--- src/rtl/bus_ctrl_pkg.sv ---
// Shared definitions for the hardwired bus sequencer: states, opcode classes,
// bus-source bit positions and fault codes.
package bus_ctrl_pkg;

  typedef enum logic [3:0] {
    S_IDLE, S_T0, S_T1, S_T1W, S_T2, S_T3, S_T4, S_T5,
    S_T6, S_T6W, S_T7, S_T7W, S_HALT
  } state_t;

  typedef enum logic [2:0] {
    CLS_ALU_R, CLS_ALU_I, CLS_MULDIV, CLS_LD, CLS_ST, CLS_NOP, CLS_HALT, CLS_ILL
  } op_class_t;

  localparam logic [4:0] OP_ADD         = 5'h00;
  localparam logic [4:0] OP_ALU_R_LAST  = 5'h08;
  localparam logic [4:0] OP_ALU_I_FIRST = 5'h0C;
  localparam logic [4:0] OP_ALU_I_LAST  = 5'h0E;
  localparam logic [4:0] OP_MUL         = 5'h0F;
  localparam logic [4:0] OP_DIV         = 5'h10;
  localparam logic [4:0] OP_LD          = 5'h11;
  localparam logic [4:0] OP_ST          = 5'h12;
  localparam logic [4:0] OP_NOP         = 5'h1A;
  localparam logic [4:0] OP_HALT        = 5'h1B;

  localparam int SRC_R0     = 0;
  localparam int SRC_HI     = 16;
  localparam int SRC_LO     = 17;
  localparam int SRC_ZHI    = 18;
  localparam int SRC_ZLO    = 19;
  localparam int SRC_PC     = 20;
  localparam int SRC_MDR    = 21;
  localparam int SRC_INPORT = 22;
  localparam int SRC_C      = 23;

  localparam logic [1:0] FAULT_NONE    = 2'b00;
  localparam logic [1:0] FAULT_ILLEGAL = 2'b01;
  localparam logic [1:0] FAULT_TIMEOUT = 2'b10;

  function automatic op_class_t op_class(input logic [4:0] op);
    if (op <= OP_ALU_R_LAST)                          return CLS_ALU_R;
    if (op >= OP_ALU_I_FIRST && op <= OP_ALU_I_LAST)  return CLS_ALU_I;
    if (op == OP_MUL || op == OP_DIV)                 return CLS_MULDIV;
    if (op == OP_LD)                                  return CLS_LD;
    if (op == OP_ST)                                  return CLS_ST;
    if (op == OP_NOP)                                 return CLS_NOP;
    if (op == OP_HALT)                                return CLS_HALT;
    return CLS_ILL;
  endfunction

endpackage

--- src/rtl/seq_wait_timer.sv ---
// Memory wait counter: held at zero outside wait states, counts cycles without
// mem_ready, flags a timeout on the cycle the count would reach WAIT_LIMIT.
module seq_wait_timer
  import bus_ctrl_pkg::*;
#(
  parameter int WAIT_LIMIT = 255,
  parameter int CNT_W      = 8
) (
  input  logic clock,
  input  logic clear,
  input  logic active,
  input  logic mem_ready,
  output logic timeout
);

  logic [CNT_W-1:0] cnt;

  always_ff @(posedge clock or posedge clear) begin
    if (clear)           cnt <= '0;
    else if (!active)    cnt <= '0;
    else if (!mem_ready) cnt <= cnt + 1'b1;
  end

  // The request is held for exactly WAIT_LIMIT unanswered cycles.
  assign timeout = active && !mem_ready && (cnt == CNT_W'(WAIT_LIMIT - 1));

endmodule

--- src/rtl/bus_sequencer.sv ---
// Hardwired control-step sequencer: one bus source per cycle, load enables,
// ALU opcode and memory handshake for fetch/decode/execute.
module bus_sequencer
  import bus_ctrl_pkg::*;
#(
  parameter int WAIT_LIMIT = 255,
  parameter int CNT_W      = 8
) (
  input  logic        clock,
  input  logic        clear,
  input  logic        run,
  input  logic [31:0] ir,
  input  logic        mem_ready,
  output logic [23:0] bus_src,
  output logic [15:0] reg_in,
  output logic        pc_in,
  output logic        ir_in,
  output logic        mar_in,
  output logic        mdr_in,
  output logic        y_in,
  output logic        z_in,
  output logic        hi_in,
  output logic        lo_in,
  output logic        mdr_sel,
  output logic        inc_pc,
  output logic [4:0]  alu_op,
  output logic        mem_read,
  output logic        mem_write,
  output logic        done,
  output logic        halted,
  output logic [1:0]  fault
);

  state_t     state, state_next, instr_end;
  logic [1:0] fault_q, fault_next;
  op_class_t  cls;
  logic [4:0] opc;
  logic [3:0] ra, rb, rc;
  logic       waiting, timeout;
  logic       unused_ir;

  assign opc       = ir[31:27];
  assign ra        = ir[26:23];
  assign rb        = ir[22:19];
  assign rc        = ir[18:15];
  assign unused_ir = ^ir[14:0];
  assign cls       = op_class(opc);
  assign waiting   = (state == S_T1W) || (state == S_T6W) || (state == S_T7W);
  assign instr_end = run ? S_T0 : S_IDLE;

  seq_wait_timer #(.WAIT_LIMIT(WAIT_LIMIT), .CNT_W(CNT_W)) u_timer (
    .clock(clock), .clear(clear), .active(waiting),
    .mem_ready(mem_ready), .timeout(timeout)
  );

  always_ff @(posedge clock or posedge clear) begin
    if (clear) begin
      state   <= S_IDLE;
      fault_q <= FAULT_NONE;
    end else begin
      state   <= state_next;
      fault_q <= fault_next;
    end
  end

  always_comb begin
    state_next = state;
    fault_next = fault_q;
    case (state)
      S_IDLE: if (run) state_next = S_T0;
      S_T0:   state_next = S_T1;
      S_T1:   state_next = S_T1W;
      S_T2:   state_next = S_T3;
      S_T4:   state_next = S_T5;
      S_T7:   state_next = instr_end;
      S_T3: begin
        case (cls)
          CLS_NOP:  state_next = instr_end;
          CLS_HALT: state_next = S_HALT;
          CLS_ILL: begin
            state_next = S_HALT;
            fault_next = FAULT_ILLEGAL;
          end
          default:  state_next = S_T4;
        endcase
      end
      S_T5: begin
        case (cls)
          CLS_ALU_R, CLS_ALU_I: state_next = instr_end;
          CLS_LD:               state_next = S_T6W;
          default:              state_next = S_T6;
        endcase
      end
      S_T6: state_next = (cls == CLS_ST) ? S_T7W : instr_end;
      S_T1W, S_T6W, S_T7W: begin
        if (mem_ready) begin
          if (state == S_T1W)      state_next = S_T2;
          else if (state == S_T6W) state_next = S_T7;
          else                     state_next = instr_end;
        end else if (timeout) begin
          state_next = S_HALT;
          fault_next = FAULT_TIMEOUT;
        end
      end
      S_HALT:  state_next = S_HALT;
      default: state_next = S_IDLE;
    endcase
  end

  always_comb begin
    bus_src = '0; reg_in = '0;
    pc_in = 1'b0; ir_in = 1'b0; mar_in = 1'b0; mdr_in = 1'b0;
    y_in = 1'b0; z_in = 1'b0; hi_in = 1'b0; lo_in = 1'b0;
    mdr_sel = 1'b0; inc_pc = 1'b0; alu_op = '0;
    mem_read = 1'b0; mem_write = 1'b0; done = 1'b0; halted = 1'b0;
    fault = fault_q;
    case (state)
      S_T0: begin
        bus_src[SRC_PC] = 1'b1; mar_in = 1'b1; inc_pc = 1'b1; z_in = 1'b1;
      end
      S_T1: begin
        bus_src[SRC_ZLO] = 1'b1; pc_in = 1'b1; mem_read = 1'b1;
      end
      S_T1W, S_T6W: begin
        mem_read = 1'b1;
        mdr_in   = mem_ready;
        mdr_sel  = mem_ready;
      end
      S_T2: begin
        bus_src[SRC_MDR] = 1'b1; ir_in = 1'b1;
      end
      S_T3: begin
        case (cls)
          CLS_MULDIV: begin bus_src[SRC_R0 + 5'(ra)] = 1'b1; y_in = 1'b1; end
          CLS_NOP:    done = 1'b1;
          CLS_HALT, CLS_ILL: ;
          default:    begin bus_src[SRC_R0 + 5'(rb)] = 1'b1; y_in = 1'b1; end
        endcase
      end
      S_T4: begin
        z_in   = 1'b1;
        alu_op = opc;
        case (cls)
          CLS_ALU_R:  bus_src[SRC_R0 + 5'(rc)] = 1'b1;
          CLS_MULDIV: bus_src[SRC_R0 + 5'(rb)] = 1'b1;
          CLS_LD, CLS_ST: begin bus_src[SRC_C] = 1'b1; alu_op = OP_ADD; end
          default:    bus_src[SRC_C] = 1'b1;
        endcase
      end
      S_T5: begin
        bus_src[SRC_ZLO] = 1'b1;
        case (cls)
          CLS_ALU_R, CLS_ALU_I: begin reg_in[ra] = 1'b1; done = 1'b1; end
          CLS_MULDIV:           lo_in = 1'b1;
          default:              mar_in = 1'b1;
        endcase
      end
      S_T6: begin
        if (cls == CLS_ST) begin
          bus_src[SRC_R0 + 5'(ra)] = 1'b1; mdr_in = 1'b1;
        end else begin
          bus_src[SRC_ZHI] = 1'b1; hi_in = 1'b1; done = 1'b1;
        end
      end
      S_T7: begin
        bus_src[SRC_MDR] = 1'b1; reg_in[ra] = 1'b1; done = 1'b1;
      end
      S_T7W: begin
        mem_write = 1'b1;
        done      = mem_ready;
      end
      S_HALT:  halted = 1'b1;
      default: ;
    endcase
  end

endmodule

--- config.mk ---
export PLATFORM = sky130hd
export DESIGN_NAME = bus_sequencer
export DESIGN_NICKNAME = d
export VERILOG_FILES = /design/src/rtl/bus_ctrl_pkg.sv /design/src/rtl/seq_wait_timer.sv /design/src/rtl/bus_sequencer.sv
export SDC_FILE = /design/constraint.sdc
export NUM_CORES = 1
export LEC_CHECK = 0
export BUFFER_PORTS_ARGS = -buffer_cell sky130_fd_sc_hd__buf_4
export CAP_MARGIN = 15
export CELL_PAD_IN_SITES_DETAIL_PLACEMENT = 0
export CELL_PAD_IN_SITES_GLOBAL_PLACEMENT = 1
export CORE_ASPECT_RATIO = 1.1
export CORE_MARGIN = 5
export CORE_UTILIZATION = 39
export CTS_BUF_LIST = sky130_fd_sc_hd__clkbuf_2 sky130_fd_sc_hd__clkbuf_4 sky130_fd_sc_hd__clkbuf_8
export DETAILED_ROUTE_END_ITERATION = 6
export GPL_TIMING_DRIVEN = 0
export PLACE_DENSITY_LB_ADDON = 0.1
export SYNTH_ARGS = -nofsm -noshare
export SYNTH_HDL_FRONTEND = slang
export SYNTH_SLANG_ARGS = --single-unit
--- constraint.sdc ---
create_clock -name clock -period 3.2 [get_ports clock]
set_input_delay 0.32 -clock clock [delete_from_list [all_inputs] [get_ports clock]]
set_output_delay 0.32 -clock clock [all_outputs]
set_load 0.01 [all_outputs]
* Word-level counts from Yosys, hierarchy flattened
Cells that the tools add are included.
** Storage, ports and cells
- Bits in registers :: 14
- Bits of input ports :: 36
- Output and inout bits :: 61
- Logic and storage cells :: 178
** Cells by class
- Add/sub/neg operators :: 1
- Order comparisons :: 11
- Equal/unequal tests :: 32
- Muxes and demuxes :: 103
- Reduce and logical (&&, ||, !) cells :: 28
** Operators by type and width (number)
- $pmux 16 s2 :: 3
- $pmux 19 s3 :: 1
- $mux 1 :: 52
- $mux 3 :: 17
- $pmux 4 s11 :: 1
- $mux 16 :: 2
- $eq 5x5->1 const B :: 5
- $mux 4 :: 6
- $eq 4x4->1 const B :: 5
- $lt 4x6->1 const B :: 3
- $demux 1 s4 :: 4
- $eq 4x3->1 const B :: 4
- $ge 4x1->1 const B :: 4
- $mux 8 :: 2
- $pmux 4 s2 :: 2
- $reduce_or 2->1 :: 8
- $eq 3x3->1 const B :: 4
- $reduce_or 3->1 :: 4
- $le 5x4->1 const B :: 2
- $mux 5 :: 2
- $ne 2x2->1 const B :: 5
- $pmux 1 s3 :: 3
- $add 8x1->8 const B :: 1
- $eq 4x2->1 const B :: 2
- other kinds (20) :: 33

* Longest topological paths before layout
Gate-level depths: netlist (run 1).
- Depth in word-level cells :: 35
- Mapped depth :: 7
- Gate-level depth less buffers :: 6

* Hierarchy
From an unflattened synthesis (run 1), not the netlist that was laid out.
** Unflattened totals
- Cell total of the unflattened synthesis :: 337
- Area, all modules :: 2406.1 sq um
** By module, submodules not included
- bus_sequencer :: times used 1, cells an instance 296, area an instance 1966.9 sq um, seq. area each 150.1 sq um
- seq_wait_timer :: times used 1, cells an instance 41, area an instance 439.2 sq um, seq. area each 200.2 sq um

* Worst setup path before layout (run 1)
Ideal clock, no wire load.
- Kind :: input -> output
- Start point :: in ir[27]
- End point :: out bus_src[0]
- Arrival :: 1.654 ns
- Slack :: 1.226 ns
- Stages :: 5
- Path through :: buf_6 nor3b_4 o2bb2a_4 or4_4 o221ai_1
** Between the ends
- Cells in the longest elaborated chain, start to end :: 22
- Elaborated cells between the ends (all ways) :: 66
** RTL lines
- from (decl) :: RTL line bus_sequencer.sv:12 : input logic [31:0] ir,
- $ge 5x4->1 or $le 5x4->1 (tied branches) :: RTL line bus_ctrl_pkg.sv:41 : if (op >= OP_ALU_I_FIRST && op <= OP_ALU_I_LAST) return CLS_ALU_I;
- $logic_and 1x1->1 :: RTL line bus_ctrl_pkg.sv:41
- $mux 3 (2 in a row) :: RTL line bus_ctrl_pkg.sv:41
- $mux 3 (2 in a row) :: RTL line bus_ctrl_pkg.sv:42 : if (op == OP_MUL || op == OP_DIV) return CLS_MULDIV;
- $mux 3 :: RTL line bus_ctrl_pkg.sv:41
- $mux 3 :: RTL line bus_ctrl_pkg.sv:43 : if (op == OP_LD) return CLS_LD;
- $mux 3 :: RTL line bus_ctrl_pkg.sv:44 : if (op == OP_ST) return CLS_ST;
- $mux 3 :: RTL line bus_ctrl_pkg.sv:45 : if (op == OP_NOP) return CLS_NOP;
- [... 4 more ...]
- $mux 3 :: RTL line bus_ctrl_pkg.sv:44
- $mux 3 :: RTL line bus_ctrl_pkg.sv:43
- $mux 3 :: RTL line bus_ctrl_pkg.sv:42
- $mux 3 (*) :: RTL line bus_ctrl_pkg.sv:41
- $eq 3x3->1 :: RTL line bus_sequencer.sv:133 : case (cls)
- $reduce_or 3->1 (no source line)
- $pmux 16 s2 :: RTL line bus_sequencer.sv:133
- $pmux 19 s3 (*) :: RTL line bus_sequencer.sv:117 : case (state)
- to (decl) :: RTL line bus_sequencer.sv:14 : output logic [23:0] bus_src,
Every way passes the cells marked *; elsewhere a longest branch is shown, timed or not. The select of a mux whose other input is x is not followed.

* Worst setup path after layout (run 1)
- Start point :: reg state[0]
- End point :: out bus_src[4]
** Between the ends
- Cells in the longest elaborated chain, start to end :: 2
- Elaborated cells between the ends (all ways) :: 4
** RTL lines
- from (decl) :: RTL line bus_sequencer.sv:34 : state_t state, state_next, instr_end;
- from (signal assigned) :: RTL line bus_sequencer.sv:61 : state <= state_next;
- $eq 4x4->1 or $eq 4x3->1 (tied branches) :: RTL line bus_sequencer.sv:117
- $pmux 19 s3 (*) :: RTL line bus_sequencer.sv:117
Every way passes the cells marked *; elsewhere a longest branch is shown, timed or not.

==> results of run 1 <==
## per-layer routing
layer  global-route usage  vias up  share of wire
li1                     -     1528              -
met2                0.377      151           0.48
met5                    0        -              0
met4               0.0691        0          0.024
met1                0.315     1536           0.42
met3               0.0268       16          0.070
## placed cells by master, fill, tap and decap left out, drive strengths merged, types with 4 or more instances in the layout
| cell | n |
|---|---|
| nor2b | 20 |
| or2 | 5 |
| nand3 | 11 |
| a211oi | 10 |
| nor2 | 36 |
| a22oi | 22 |
| inv | 8 |
| nor3 | 22 |
| nand2 | 16 |
| clkbuf | 20 |
| and2 | 4 |
| o221ai | 16 |
| nand4 | 5 |
| xor2 | 4 |
| o21ai | 13 |
| buf | 100 |
| dfrtp | 14 |
| a21oi | 12 |
| or3 | 5 |
| a32oi | 7 |
| and3 | 4 |
| nor4 | 6 |
| nand2b | 16 |
## sequential cells by signal, summed over array words and instances, names as in the netlist
register,cells
u_timer.cnt,8
state,4
fault,2
## how the worst max path moves through the flow
stage / from / endpoint / slack, ns / cells past startpoint
global route: state[0] / bus_src[4] / 0.16 / 5
finish: state[0] / bus_src[4] / 0.38 / 5
detailed placement: state[0] / bus_src[4] / 0.70 / 5
CTS: state[0] / bus_src[4] / 0.42 / 5
floorplan: ir[27] / bus_src[0] / 1.23 / 5
global placement: state[0] / bus_src[4] / 0.71 / 5
## cell families (layout without fill, tap and decap cells)
| kind of cell | Yosys count | count (layout) | synth area share |
|---|---|---|---|
| buffers and inverters | 49 | 128 | 0.0921 |
| other | 1 | 3 | 0.00145 |
| flip-flops | 14 | 14 | 0.135 |
| XOR/XNOR | 6 | 6 | 0.0203 |
| AND/OR/NAND/NOR | 177 | 177 | 0.419 |
| adder cells (fa/ha/maj) | 2 | 2 | 0.00964 |
| AO/OA/AOI/OAI | 108 | 108 | 0.323 |
## worst max-delay path, delay by kind of cell, from the launching register on
kind / cells / cell delay (ns)
compound gates: 1 / 0.36
buf+inv: 2 / 0.43
flops: 1 / 0.48
simple gates: 2 / 0.99
## power breakdown
part           internal (mW)  switching (mW)  leakage [nW]
logic                  0.372           0.520          1.07
clock network          0.109          0.0608        0.0288
registers              0.216          0.0428         0.185
total                  0.697           0.624          1.28
## area by class of cell
class,instances,area (um^2),share of cell area
multi-input cells,296,2010,0.606
repair buffers,75,563,0.169
flip-flops and latches,14,350,0.105
well taps,82,103,0.0309
inverters,8,30.0,0.00904
clock buffers,4,55.1,0.0166
plain buffers,41,209,0.0629
## through the flow
step | power, mW | util | hold slack, ns | area (um^2)
global route | 1.42 | 0.510 | 0.153 | 3320
CTS | 1.32 | 0.510 | 0.138 | 3320
detailed placement | 1.14 | 0.502 | 0.399 | 3270
global placement | 1.14 | 0.502 | 0.401 | 3270
floorplan | 0.821 | - | 0.209 | 2600
finish | 1.32 | 0.510 | 0.115 | 3320
==> impl_metrics.csv, run 1 <==
group,metric,value,unit
setup_path,crit_required,2.88,ns
final_layout,n_fill_cell,685,
setup_path,worstSetupEndpointType,"primary output",
die,row_count,31,
synthesis,syn_avg_cell_area,7.27,um^2
flow_run,drv_cap,0,
outcome,run_status,"finished clean",
pwr,vdd_drop_max,378,uV
clock_network,cts_tree,"yes",
die,start_util,0.398,
setup_path,cpPeakStageDelay,0.66,ns
setup_path,r2r-start,"state[0]",
synthesis,synthArstFlopShare,1.00,
synthesis,synth_top_area_frac,0.135,
synthesis,yosysMostFrequentCell,"nor2_1",
detailed_routing,drt-total-wl,9760,um
synthesis,syn_inst,357,
setup_path,worst_setup_path_start_kind,"flop",
synthesis,synth-edff-count,0,
final_layout,area_growth,28.1,%
die,fp.dieW,87.8,um
synthesis,synth.distinct_cells,67,
sta,fin_skew,0.00405,ns
synthesis,synth_top_area_cell,"dfrtp_1",
final_layout,layout.cells.non_filler,520,
setup_path,worstSetupPathType,"flop to primary output",
synthesis,synth_seq_cells,14,
clock_network,clk_pin_slew_worst_paths,0.06,ns
synthesis,syn-cell-area,2590,um^2
sta,slew_violations,0,
clock_network,post_cts_buffers,0,
die,die_area,8390,um^2
sta,finalWorstSetupSlack,0.378,ns
final_layout,diodes,0,
sta,hold_violations,0,
die,io_pins,97,
clock_network,htreeDepth,1,
sta,setup_viol,0,
clock_network,cts_inserted_buffers,3,
die,fp.dieH,95.6,um
pwr,cellPowerDensity,397,nW/um^2
placed_design,dp_hpwl,7660,um
global_routing,grt_overflow,0,
setup_path,reg2reg_slack,1.32,ns
synthesis,synth_area_leaders,"dfrtp_1 (14%), a22oi_1 (6.4%), o221ai_1 (5.4%), nor2_1 (5.2%), nor2b_1 (4.8%)",
clock_network,cts_hold_buf,0,
detailed_routing,num_vias,3231,
setup_path,worstPathMaxFanout,10,
die,core_area,6520,um^2
synthesis,ys.flop_type,"dfrtp_1",
detailed_routing,first_pass_iters,5,
detailed_routing,drcViolationCount,0,
synthesis,synthTopCellsByCount,"nor2_1 (36), a22oi_1 (22), nor2b_1 (20)",
detailed_routing,dr.first_iter.drc_count,207,
final_layout,finalNetCount,477,
clock_network,clockBufferDepth,2,
setup_path,r2r_end,"fault[1]",
placed_design,dp_cells,516,
sta,worst_slew_margin_rel,0.425,
detailed_routing,vias_per_cell,6.21,
detailed_routing,routedWlPerCell,18.8,um
sta,finalWorstPathRequiredPeriod,2.82,ns
global_routing,grt_pass1_vias,3043,
setup_path,cp.arrival,2.50,ns
clock_network,clkSinkCount,14,
global_routing,grt_max_degree,15,
global_routing,globalRouteTotalUtil,0.230,
placed_design,port_buffers,75,
final_layout,drive_above_1_share,0.281,
placed_design,dp_slack,0.699,ns
sta,fmax,354,MHz
synthesis,ys_seq_area_frac,0.135,
sta,post-route-period-util,0.882,
sta,worst_pin_slew,0.851,ns
sta,grt_setup_unrepaired,"no",
setup_path,crit_chain,"clkbuf_1, nor4b_2, nand3_1, o221ai_1, buf_4",
global_routing,grt_pass1_wl,15400,um
detailed_routing,antenna_left,0,
setup_path,rr_worst_depth,5,
sta,setup_tns,0,ns
synthesis,yosys_warnings,0,
clock_network,ctsRootBufferMaster,"clkbuf_8",
global_routing,antenna_found_initial,0,
clock_network,cts.repair.resized,0,
setup_path,cpMaxStageDelayCell,"nor4b_2",
clock_network,worstSkewPairLatency,0.24,ns
pwr,p_leak,1.28,nW
worst_hold_path,hold_class,"primary input to asynchronous set/reset pin",
placed_design,gp_congestion,0.907,
Power figures use the tool's default switching activity.
==> inputs of run 2 (changes only) <==
--- a/config.mk
+++ b/config.mk
@@ -5,6 +5,7 @@
 export SDC_FILE = /design/constraint.sdc
 export NUM_CORES = 1
 export LEC_CHECK = 0
+export ABC_AREA = 0
 export BUFFER_PORTS_ARGS = -buffer_cell sky130_fd_sc_hd__buf_4
 export CAP_MARGIN = 15
 export CELL_PAD_IN_SITES_DETAIL_PLACEMENT = 0
@@ -16,6 +17,7 @@
 export DETAILED_ROUTE_END_ITERATION = 6
 export GPL_TIMING_DRIVEN = 0
 export PLACE_DENSITY_LB_ADDON = 0.1
+export RECOVER_POWER = 25
 export SYNTH_ARGS = -nofsm -noshare
 export SYNTH_HDL_FRONTEND = slang
 export SYNTH_SLANG_ARGS = --single-unit
==> impl_metrics.csv, run 2 (synthesis gave the netlist of run 1 again) <==
group,metric,value,unit
outcome,run_status,"finished clean",
setup_path,crit_required,2.88,ns
setup_path,worstSetupPathType,"flop to primary output",
flow_run,drv_cap,0,
final_layout,diodes,0,
final_layout,area_growth,27.7,%
setup_path,reg2reg_slack,1.01,ns
worst_hold_path,hold_class,"primary input to asynchronous set/reset pin",
clock_network,cts.repair.resized,0,
setup_path,worstPathMaxFanout,10,
global_routing,grt_max_degree,15,
global_routing,grt_pass1_wl,15400,um
global_routing,grt_pass1_vias,3043,
pwr,vdd_drop_max,379,uV
placed_design,dp_cells,516,
sta,grt_setup_unrepaired,"no",
clock_network,worstSkewPairLatency,0.24,ns
setup_path,crit_chain,"clkbuf_1, nor4b_2, nand3_1, o221ai_1, buf_4",
detailed_routing,vias_per_cell,6.19,
clock_network,cts_hold_buf,0,
setup_path,cp_num_buf_inv,2,
clock_network,cts_tree,"yes",
pwr,p_switching,0.623,mW
clock_network,cts_inserted_buffers,3,
pwr,cellPowerDensity,395,nW/um^2
setup_path,r2r-start,"state[3]",
pwr,power_frac_seq,0.198,
clock_network,clkSinkCount,14,
global_routing,globalRouteTotalUtil,0.230,
detailed_routing,num_vias,3220,
setup_path,critical_path.startpoint,"state[0]",
detailed_routing,dr.first_iter.drc_count,187,
die,fp.dieW,87.8,um
clock_network,clockBufferDepth,2,
setup_path,worst_setup_path_start_kind,"flop",
setup_path,r2r_end,"fault[1]",
sta,setup_viol,0,
setup_path,critPathTopFamily,"simple AND/OR/NAND/NOR gates",
sta,post-route-period-util,0.881,
setup_path,cp.arrival,2.50,ns
setup_path,cpMaxStageDelayCell,"nor4b_2",
setup_path,cpPeakStageDelay,0.68,ns
sta,worst_slew_margin_rel,0.328,
final_layout,regArea,350,um^2
detailed_routing,antenna_left,0,
clock_network,htreeDepth,1,
pwr,p_comb_frac,0.672,
final_layout,mostFrequentLayoutCell,"buf_4",
detailed_routing,routedWlPerCell,18.7,um
pwr,intPower,0.685,mW
final_layout,n_fill_cell,686,
placed_design,dp_hpwl,7660,um
global_routing,antenna_found_initial,0,
placed_design,port_buffers,75,
final_layout,largest_register_ff_count,8,
die,io_pins,97,
setup_path,cp.depth,5,
pwr,p_total,1.31,mW
pwr,clkPwrFrac,0.130,
die,fp.dieH,95.6,um
detailed_routing,first_pass_iters,5,
final_layout,multi_input_area,2010,um^2
placed_design,gp_congestion,0.907,
final_layout,finalNetCount,477,
sta,slew_violations,0,
final_layout,layout.cells.non_filler,520,
die,row_count,31,
final_layout,regMostFlops,"u_timer.cnt",
clock_network,ctsRootBufferMaster,"clkbuf_8",
die,die_area,8390,um^2
sta,worst_pin_slew,0.998,ns
sta,finalWorstPathRequiredPeriod,2.82,ns
final_layout,drive_above_1_share,0.274,
sta,setup_tns,0,ns
setup_path,rr_worst_depth,5,
sta,finalWorstSetupSlack,0.382,ns
sta,fin_skew,0.00455,ns
sta,fmax,355,MHz
detailed_routing,drcViolationCount,0,
detailed_routing,drt-total-wl,9750,um
final_layout,most-common-layout-cells,"buf_4 (78), nor2_1 (36), a22oi_1 (22)",
clock_network,clk_pin_slew_worst_paths,0.06,ns
pwr,swShare,0.476,
clock_network,post_cts_buffers,0,
die,core_area,6520,um^2
sta,whs,0.116,ns
setup_path,worstSetupEndpointType,"primary output",
sta,hold_violations,0,
global_routing,grt_overflow,0,
pwr,p_leak,1.27,nW
die,start_util,0.398,
placed_design,dp_slack,0.699,ns
run 2: changes by cell type in the layout (fill, tap and decap cells not counted):
cell	change
clkbuf_4	+1
o21ai_1	-1
buf_4	-3
clkbuf_1	+4
buf_1	-1
buf_2	-1
o21ai_0	+1
run 2: final cells by class:
type / count / area share
repair buffers: 75 / 0.168
clock buffers: 4 / 0.0166
plain buffers: 41 / 0.0627
flip-flops and latches: 14 / 0.106
multi-input cells: 296 / 0.607
well taps: 82 / 0.0310
inverters: 8 / 0.00906
run 2: power groups by stage:
stage               logic, mW  clock network (mW)  registers [mW]
global route            0.965               0.182           0.263
detailed placement      0.881                   0           0.259
floorplan               0.568                   0           0.252
finish                  0.879               0.170           0.259
CTS                     0.887               0.174           0.256
global placement        0.884                   0           0.257
run 2: worst max-delay path by stage:
stage / to
2_1_floorplan: bus_src[0]
4_1_cts: bus_src[4]
3_3_place_gp: bus_src[4]
5_1_grt: bus_src[4]
6_report: bus_src[4]
3_5_place_dp: bus_src[4]
run 2: metal layers:
layer / vias up / GRT usage / routed length (um)
met4: 0 / 0.0691 / 248
met3: 19 / 0.0268 / 712
met5: - / 0 / 0
met2: 146 / 0.377 / 4690
met1: 1529 / 0.315 / 4090
li1: 1526 / - / -
run 2: worst register-to-register path: stages (launching register included):
cell	delay [ns]
dfrtp_1	0.40
clkbuf_1	0.23
clkbuf_1	0.28
o21ai_0	0.84
nand3b_1	0.23
a21oi_1	0.08
run 2: through the flow:
| step | cell area [um^2] | util |
|---|---|---|
| floorplan | 2600 | - |
| detailed placement | 3270 | 0.502 |
| global placement | 3270 | 0.502 |
| finish | 3310 | 0.509 |
| global route | 3310 | 0.509 |
| CTS | 3320 | 0.510 |
==> inputs of run 3 (changes only) <==
--- a/config.mk
+++ b/config.mk
@@ -6,13 +6,14 @@
 export NUM_CORES = 1
 export LEC_CHECK = 0
 export ABC_AREA = 0
+export ABC_CLOCK_PERIOD_IN_PS = 3100
 export BUFFER_PORTS_ARGS = -buffer_cell sky130_fd_sc_hd__buf_4
 export CAP_MARGIN = 15
 export CELL_PAD_IN_SITES_DETAIL_PLACEMENT = 0
 export CELL_PAD_IN_SITES_GLOBAL_PLACEMENT = 1
 export CORE_ASPECT_RATIO = 1.1
 export CORE_MARGIN = 5
-export CORE_UTILIZATION = 39
+export CORE_UTILIZATION = 36
 export CTS_BUF_LIST = sky130_fd_sc_hd__clkbuf_2 sky130_fd_sc_hd__clkbuf_4 sky130_fd_sc_hd__clkbuf_8
 export DETAILED_ROUTE_END_ITERATION = 6
 export GPL_TIMING_DRIVEN = 0
==> constraint.sdc (replaced) <==
create_clock -name clock -period 3.1 [get_ports clock]
set_input_delay 0.31 -clock clock [delete_from_list [all_inputs] [get_ports clock]]
set_output_delay 0.31 -clock clock [all_outputs]
set_load 0.01 [all_outputs]
==> impl_metrics.csv, run 3 (synthesis gave the netlist of run 1 again) <==
group,metric,value,unit
sta,post-route-period-util,0.917,
global_routing,grt_pass1_vias,3063,
setup_path,worstPathMaxFanout,10,
die,io_pins,97,
sta,finalWorstSetupSlack,0.257,ns
final_layout,diodes,0,
placed_design,dp_hpwl,7470,um
global_routing,grt_max_degree,15,
sta,worst_slew_margin_rel,0.329,
placed_design,port_buffers,75,
outcome,run_status,"finished clean",
setup_path,cp.arrival,2.53,ns
final_layout,regArea,350,um^2
sta,setup_tns,0,ns
clock_network,cts.repair.resized,0,
final_layout,n_fill_cell,761,
clock_network,htreeDepth,1,
global_routing,grt_overflow,0,
global_routing,globalRouteTotalUtil,0.201,
clock_network,ctsRootBufferMaster,"clkbuf_8",
sta,grt_setup_unrepaired,"no",
worst_hold_path,hold_class,"primary input to asynchronous set/reset pin",
setup_path,worstSetupPathType,"flop to primary output",
placed_design,gp_congestion,0.910,
placed_design,dp_cells,519,
detailed_routing,vias_per_cell,6.01,
sta,setup_viol,0,
detailed_routing,num_vias,3143,
clock_network,post_cts_buffers,0,
final_layout,multi_input_area,2010,um^2
clock_network,worstSkewPairLatency,0.24,ns
sta,whs,0.106,ns
clock_network,clk_pin_slew_worst_paths,0.06,ns
detailed_routing,antenna_left,0,
final_layout,layout.cells.non_filler,523,
pwr,cellPowerDensity,403,nW/um^2
die,fp.dieW,91.0,um
final_layout,drive_above_1_share,0.274,
detailed_routing,drt-total-wl,9540,um
clock_network,clockBufferDepth,2,
detailed_routing,dr.first_iter.drc_count,96,
final_layout,regMostFlops,"u_timer.cnt",
sta,slew_violations,0,
placed_design,dp_slack,0.569,ns
detailed_routing,first_pass_iters,5,
die,row_count,32,
final_layout,area_growth,27.9,%
die,core_area,7010,um^2
final_layout,finalNetCount,477,
sta,worst_pin_slew,0.996,ns
clock_network,clkSinkCount,14,
sta,fmax,352,MHz
sta,finalWorstPathRequiredPeriod,2.84,ns
detailed_routing,routedWlPerCell,18.2,um
setup_path,crit_required,2.79,ns
clock_network,cts_inserted_buffers,3,
final_layout,mostFrequentLayoutCell,"buf_4",
clock_network,cts_hold_buf,0,
flow_run,drv_cap,0,
global_routing,antenna_found_initial,0,
die,fp.dieH,99.0,um
pwr,p_total,1.34,mW
setup_path,worstSetupEndpointType,"primary output",
pwr,vdd_drop_max,387,uV
sta,hold_violations,0,
final_layout,most-common-layout-cells,"buf_4 (78), nor2_1 (36), a22oi_1 (22)",
final_layout,largest_register_ff_count,8,
sta,fin_skew,0.00363,ns
global_routing,grt_pass1_wl,15200,um
detailed_routing,drcViolationCount,0,
die,start_util,0.370,
pwr,p_leak,1.27,nW
clock_network,cts_tree,"yes",
die,die_area,9010,um^2
setup_path,worst_setup_path_start_kind,"flop",
==> run 3: cell types whose count changed in the layout (fill, tap and decap cells not counted), sizes merged <==
cell,previous run,this run
buf,95,96
clkbuf,25,24
==> run 3: per-stage QoR <==
stage | instance area, um^2 | util
5_1_grt | 3320 | 0.474
6_report | 3320 | 0.474
4_1_cts | 3330 | 0.475
3_5_place_dp | 3270 | 0.467
3_3_place_gp | 3270 | 0.467
2_1_floorplan | 2600 | -
==> run 3: power breakdown <==
part           leakage (nW)  switching [mW]  total [mW]  internal (mW)
Sequential            0.185          0.0396       0.263          0.223
Clock                0.0288          0.0613       0.174          0.112
Combinational          1.06           0.529       0.900          0.371
Total                  1.27           0.630        1.34          0.707
==> run 3: path summary, 6_finish.rpt <==
| kind | slack (ns) | to | startpoint | cells after the start |
|---|---|---|---|---|
| min | 0.11 | u_timer.cnt[1] | clear | 2 |
| min in group clock | 0.38 | state[0] | run | 3 |
| max | 0.26 | bus_src[8] | state[0] | 5 |
| max in group asynchronous | 2.64 | u_timer.cnt[2] | clear | 2 |
| min reg2reg | 0.49 | fault[0] | fault[0] | 1 |
| max reg2reg | 0.99 | fault[1] | state[3] | 5 |
==> run 3: final cells by class <==
class | count | share of cell area
Clock buffer | 4 | 0.0166
Buffer | 41 | 0.0626
Timing Repair Buffer | 75 | 0.167
Sequential cell | 14 | 0.106
Tap cell | 85 | 0.0321
Multi-Input combinational cell | 296 | 0.607
Inverter | 8 | 0.00905
==> run 3: critical path, stage by stage, from the launching register on <==
cell      delay, ns
dfrtp_1        0.46
clkbuf_1       0.25
nor4b_2        0.76
nand3_1        0.31
o221ai_1       0.33
buf_4          0.18
==> run 3: per-layer routing <==
| layer | wire length, um | GRT usage | up-vias |
|---|---|---|---|
| li1 | - | - | 1530 |
| met1 | 3870 | 0.253 | 1485 |
| met2 | 4960 | 0.353 | 111 |
| met3 | 460 | 0.0206 | 17 |
| met4 | 258 | 0.0745 | 0 |
| met5 | 0 | 0 | - |
